File: src/rtl/decode_pkg.sv
// Shared definitions for the decode scheduler and its decoder: FSM encoding,
// stream field widths, END marker and the saturating byte-count helper.
package decode_pkg;

  typedef enum logic [2:0] {
    IDLE  = 3'd0,
    ARB   = 3'd1,
    START = 3'd2,
    RUN   = 3'd3,
    FIN   = 3'd4,
    ABORT = 3'd5
  } state_t;

  localparam int WIN_W = 13;
  localparam int WID_W = 4;
  localparam int LEN_W = 16;
  localparam logic [8:0] END_MARK = 9'b110000000;

  function automatic logic [LEN_W-1:0] sat_inc(input logic [LEN_W-1:0] a, input logic inc);
    if (inc && (a != {LEN_W{1'b1}})) return a + LEN_W'(1);
    return a;
  endfunction

endpackage

File: src/rtl/rr_arb.sv
// Combinational round-robin search: grants the first requester after 'last',
// wrapping from NCH-1 back to 0.
module rr_arb #(
  parameter int NCH = 4,
  localparam int LW = (NCH > 1) ? $clog2(NCH) : 1
) (
  input  logic [NCH-1:0] req,
  input  logic [LW-1:0]  last,
  output logic [NCH-1:0] grant
);

  logic          w_found;
  logic [LW-1:0] w_idx;

  always_comb begin
    grant   = '0;
    w_found = 1'b0;
    w_idx   = '0;
    for (int i = 1; i <= NCH; i++) begin
      w_idx = LW'((int'(last) + i) % NCH);
      if (!w_found && req[w_idx]) begin
        grant[w_idx] = 1'b1;
        w_found      = 1'b1;
      end
    end
  end

endmodule

File: src/rtl/decode_sched.sv
// Schedules compressed jobs from NCH channels onto one shared decoder:
// round-robin grant, stream routing, byte counting and an idle watchdog.
module decode_sched
  import decode_pkg::*;
#(
  parameter int NCH = 4,
  parameter int TMO = 1024
) (
  input  logic                 clk,
  input  logic                 rst,
  input  logic [NCH-1:0]       req,
  input  logic [WIN_W*NCH-1:0] ch_stream_data,
  input  logic [NCH-1:0]       ch_stream_valid,
  output logic [NCH-1:0]       ch_stream_ack,
  output logic [WID_W-1:0]     ch_stream_width,
  output logic [WIN_W-1:0]     dec_stream_data,
  output logic                 dec_stream_valid,
  input  logic                 dec_stream_ack,
  input  logic [WID_W-1:0]     dec_stream_width,
  input  logic                 dec_out_valid,
  input  logic                 dec_out_done,
  output logic                 dec_start,
  output logic [NCH-1:0]       gnt,
  output logic [NCH-1:0]       done,
  output logic [LEN_W-1:0]     done_len,
  output logic                 done_err,
  output logic                 busy
);

  localparam int LW   = (NCH > 1) ? $clog2(NCH) : 1;
  localparam int WD_W = $clog2(TMO + 1);

  state_t           r_state;
  logic [NCH-1:0]   r_gnt;
  logic [NCH-1:0]   r_done;
  logic [LW-1:0]    r_last;
  logic [LEN_W-1:0] r_cnt;
  logic [LEN_W-1:0] r_done_len;
  logic             r_done_err;
  logic             r_dec_start;
  logic             r_busy;
  logic [WD_W-1:0]  r_wdog;

  logic [NCH-1:0]   w_win;
  logic [LW-1:0]    w_win_idx;
  logic [WD_W-1:0]  w_wd_next;
  logic             w_prog;

  rr_arb #(.NCH(NCH)) u_arb (
    .req   (req),
    .last  (r_last),
    .grant (w_win)
  );

  always_comb begin
    w_win_idx = '0;
    for (int n = 0; n < NCH; n++)
      if (w_win[n]) w_win_idx = LW'(n);
  end

  assign w_prog    = dec_stream_ack | dec_out_valid;
  assign w_wd_next = r_wdog + WD_W'(1);

  // Winner is latched on leaving IDLE so a request dropping during ARB cannot lose it
  always_ff @(posedge clk) begin
    if (!rst) begin
      r_state     <= IDLE;
      r_gnt       <= '0;
      r_done      <= '0;
      r_last      <= LW'(NCH - 1);
      r_cnt       <= '0;
      r_done_len  <= '0;
      r_done_err  <= 1'b0;
      r_dec_start <= 1'b0;
      r_busy      <= 1'b0;
      r_wdog      <= '0;
    end else begin
      r_done      <= '0;
      r_done_err  <= 1'b0;
      r_dec_start <= 1'b0;
      case (r_state)
        IDLE: begin
          if (|req) begin
            r_state <= ARB;
            r_gnt   <= w_win;
            r_last  <= w_win_idx;
            r_busy  <= 1'b1;
          end
        end
        ARB: begin
          r_state     <= START;
          r_dec_start <= 1'b1;
        end
        START: begin
          r_cnt   <= '0;
          r_wdog  <= '0;
          r_state <= RUN;
        end
        RUN: begin
          if (dec_out_done) begin
            r_state    <= FIN;
            r_done     <= r_gnt;
            r_done_len <= sat_inc(r_cnt, dec_out_valid);
          end else if (w_prog) begin
            r_wdog <= '0;
            r_cnt  <= sat_inc(r_cnt, dec_out_valid);
          end else if (w_wd_next == WD_W'(TMO)) begin
            r_state     <= ABORT;
            r_done      <= r_gnt;
            r_done_len  <= r_cnt;
            r_done_err  <= 1'b1;
            r_dec_start <= 1'b1;
          end else begin
            r_wdog <= w_wd_next;
          end
        end
        FIN, ABORT: begin
          r_state <= IDLE;
          r_gnt   <= '0;
          r_busy  <= 1'b0;
        end
        default: r_state <= IDLE;
      endcase
    end
  end

  // Stream crossbar is live only while a job runs
  always_comb begin
    dec_stream_data  = '0;
    dec_stream_valid = 1'b0;
    ch_stream_ack    = '0;
    ch_stream_width  = '0;
    if (r_state == RUN) begin
      ch_stream_width = dec_stream_width;
      for (int n = 0; n < NCH; n++) begin
        if (r_gnt[n]) begin
          dec_stream_data  = ch_stream_data[n*WIN_W +: WIN_W];
          dec_stream_valid = ch_stream_valid[n];
          ch_stream_ack[n] = dec_stream_ack;
        end
      end
    end
  end

  assign gnt       = r_gnt;
  assign done      = r_done;
  assign done_len  = r_done_len;
  assign done_err  = r_done_err;
  assign dec_start = r_dec_start;
  assign busy      = r_busy;

endmodule

File: config.mk
export PLATFORM = sky130hd
export DESIGN_NAME = decode_sched
export DESIGN_NICKNAME = d
export VERILOG_FILES = /design/src/rtl/decode_pkg.sv /design/src/rtl/rr_arb.sv /design/src/rtl/decode_sched.sv
export SDC_FILE = /design/constraint.sdc
export NUM_CORES = 1
export LEC_CHECK = 0
export BUFFER_PORTS_ARGS = -buffer_cell sky130_fd_sc_hd__clkbuf_2
export CORE_ASPECT_RATIO = 0.8
export CORE_MARGIN = 8
export CORE_UTILIZATION = 52
export CTS_CLUSTER_SIZE = 20
export DETAILED_ROUTE_END_ITERATION = 6
export PLACE_DENSITY = 0.8
export SLEW_MARGIN = 10
export SYNTH_ARGS = -nofsm -noshare
export SYNTH_HDL_FRONTEND = slang
export SYNTH_HIERARCHICAL = 1
export SYNTH_SLANG_ARGS = --single-unit
File: constraint.sdc
create_clock -name clk -period 2.9 [get_ports clk]
set_input_delay 0 -clock clk [delete_from_list [all_inputs] [get_ports clk]]
set_output_delay 0 -clock clk [all_outputs]
set_load 0.05 [all_outputs]
==> impl_metrics.toml <==
[status]
outcome = "finished, final reports clean"

[drt]
num_vias = 4282
vias_per_cell = 6.02
routedWlPerCell_um = 17.3
drt_first_pass_iters = 5
drt_iter0_drc = 426
antenna_left = 0
drc = 0
routed_wl_mm = 12.3

[grt]
grtUsageTotal = 0.226
grt_pass1_vias = 4171
grt_pass1_wl_mm = 19.6
grt_max_degree = 37
grt_remaining_overflow = 0
antenna_found_initial = 0

[yosys]
async_flop_share = 0
syn_area_um2 = 3960
yosysSeqAreaShare = 0.298
synth_top_flop_cell = "dfxtp_1"
synth_edf_count = 0
postSynthNetCount = 570
synthCells = 490
yosys_warnings = 6
syn_area_per_cell_um2 = 8.08
synthDistinctLibCells = 63
yosys_register_bits = 59

[place]
placed_cell_area_um2 = 4610
io_buffers = 117
preCtsSetupSlack_ns = 0.214
gp_congestion = 0.971
hpwl_mm = 9.21

[worst_setup_path]
crit_type = "reg -> reg"
reg2regPathDepth = 7
required_ns = 3.20
slowest_stage = "nor4_1"
path_cells = "ha_1, xnor2_1, nand3_1, or3_4, nor4_1, o21a_1, mux2_2"
arrival_ns = 3.03
start_kind = "register"
cp_max_fo = 11
end_kind = "register"
slowest_delay_ns = 0.50

[sta]
slew_headroom = 0.341
tightest_slew_ns = 0.988
finClkSkew_ns = 0.00787
fin_setup_tns_ns = 0
finalCriticalPeriod_ns = 2.73
min_period_over_period = 0.943
rsz0062_at_grt = "false"
hold_viol_final = 0
finalWorstSetupSlack_ns = 0.166
max_freq_mhz = 366
drv_slew = 0
setup_viol = 0

[clock_network]
cts_tree = "done"
clock_latency_ns = 0.35
clockRootBuffer = "clkbuf_8"
cts.path.max_buffers = 2
h-tree-depth = 3
cts_sinks = 59
clkTransAtPathRegs_ns = 0.07
cts_resized = 0
numCtsBuffers = 9

[die]
die_w_um = 114
start_util = 0.536
die_h_um = 94.1
core_area_um2 = 7390
io_pins = 118
dieArea_um2 = 10700
rows = 28

[pwr]
cellPowerDensity_nw_per_um2 = 569
peakVddDrop_uv = 362
finalPower_uw = 2760
p_leak_uw = 0.00198

[cells_and_area]
antenna_cells = 0
final_area_um2 = 4850
drive_gt1_frac = 0.287
synthToLayoutAreaGrowth_pct = 22.4
nets = 681

[min_path]
min_path_cells = 4
hold_path.class = "in -> reg"

[flow_run]
cap_violations = 0
==> synthesized netlist by cell type, types with 10 or more instances <==
master,instances,share of area
inv_1,13,0.012
nand3_1,18,0.023
nor3_1,20,0.025
nand4_1,11,0.017
clkbuf_1,22,0.021
and2_1,12,0.019
nor2b_1,17,0.027
a211oi_2,10,0.032
and3_1,15,0.024
xor2_1,10,0.022
o21ai_0,19,0.024
dfxtp_1,59,0.30
a221oi_1,14,0.031
nor2_1,39,0.037
ha_1,11,0.035
a21oi_1,58,0.073
nand2_1,28,0.027
==> cell families after synthesis <==
group | count (synthesis) | share of synthesized area
flip-flops | 59 | 0.298
adder cells (fa/ha/maj) | 11 | 0.0348
multiplexers | 7 | 0.0325
buffers and inverters | 47 | 0.0578
XOR/XNOR | 19 | 0.0420
AO/OA/AOI/OAI | 153 | 0.267
AND/OR/NAND/NOR | 194 | 0.267
==> path summary, 6_finish.rpt <==
path | from | end | slack (ns)
setup / recovery | r_wdog[1] | r_wdog[0] | 0.17
setup reg to reg | r_wdog[1] | r_wdog[0] | 0.17
hold / removal | dec_out_done | r_state[0] | 0.11
hold reg to reg | r_wdog[10] | r_wdog[10] | 0.51
==> placed cells by master (no fill, tap or decap), types with 3 or more instances in the layout <==
cell	Yosys	final
and4_1	3	3
nor4_1	3	3
ha_1	11	11
nor2b_1	17	17
o21ai_0	19	19
nand4_1	11	11
clkbuf_2	0	117
and3_1	15	15
clkbuf_8	0	9
a22oi_1	5	5
clkinv_4	0	3
a221oi_1	14	14
dfxtp_1	59	59
inv_1	13	13
a211oi_2	10	10
nand2_1	28	28
and2_1	12	12
xnor2_1	9	9
o211ai_1	4	4
nor2_1	39	39
nand3_1	18	18
a211oi_1	8	8
or3_1	6	6
a21oi_1	58	58
buf_4	0	15
a31oi_1	9	9
xor2_1	10	10
nand3b_1	4	4
nor3_1	20	20
nor3b_1	7	7
==> report_power, final <==
group / total [µW] / leakage, µW / internal [µW] / switching [µW]
combinational: 997 / 0.00139 / 385 / 612
clock: 850 / 0.000114 / 489 / 361
sequential: 913 / 0.000478 / 851 / 62.4
==> state kept, by name, indices dropped and copies added, names as in the netlist <==
signal	flops
done_err	1
r_state	3
gnt	4
dec_start	1
done_len	16
r_cnt	16
r_last	2
r_wdog	11
busy	1
done	4
==> layout make-up <==
class,count,area [µm²]
Timing Repair Buffer,133,708
Clock buffer,9,124
Fill cell,643,2540
Clock inverter,7,100
Multi-Input combinational cell,384,2550
Sequential cell,59,1180
Inverter,14,52.6
Tap cell,105,131
==> what timing repair did <==
item | 4_1_cts | 5_1_grt
hold buffers | 1 | 0
buffers inserted | 0 | 0
hold endpoints to repair | 3 | 0
==> worst max-delay path, delay by kind of cell (launching register included) <==
kind                     cells  cell delay, ns
adder cells (fa/ha/maj)      1            0.46
flip-flops                   1            0.48
AND/OR/NAND/NOR              3            1.01
multiplexers                 1            0.21
XOR/XNOR                     1            0.16
AO/OA/AOI/OAI                1            0.36
==> routing by layer <==
layer  vias up  global-route usage  part of all wire
met1      1988               0.273              0.42
met4         0              0.0863             0.018
met5         -                   0                 0
li1       2041                   -                 -
met2       231               0.370              0.47
met3        22              0.0719             0.095
==> metrics by stage <==
stage	std cells	util	hold slack (ns)
floorplan	490	-	0.0619
global placement	694	0.624	0.280
detailed placement	694	0.624	0.293
CTS	711	0.656	0.0865
global route	711	0.656	0.131
finish	711	0.656	0.111
No activity file was read; power rests on OpenSTA's default activity.
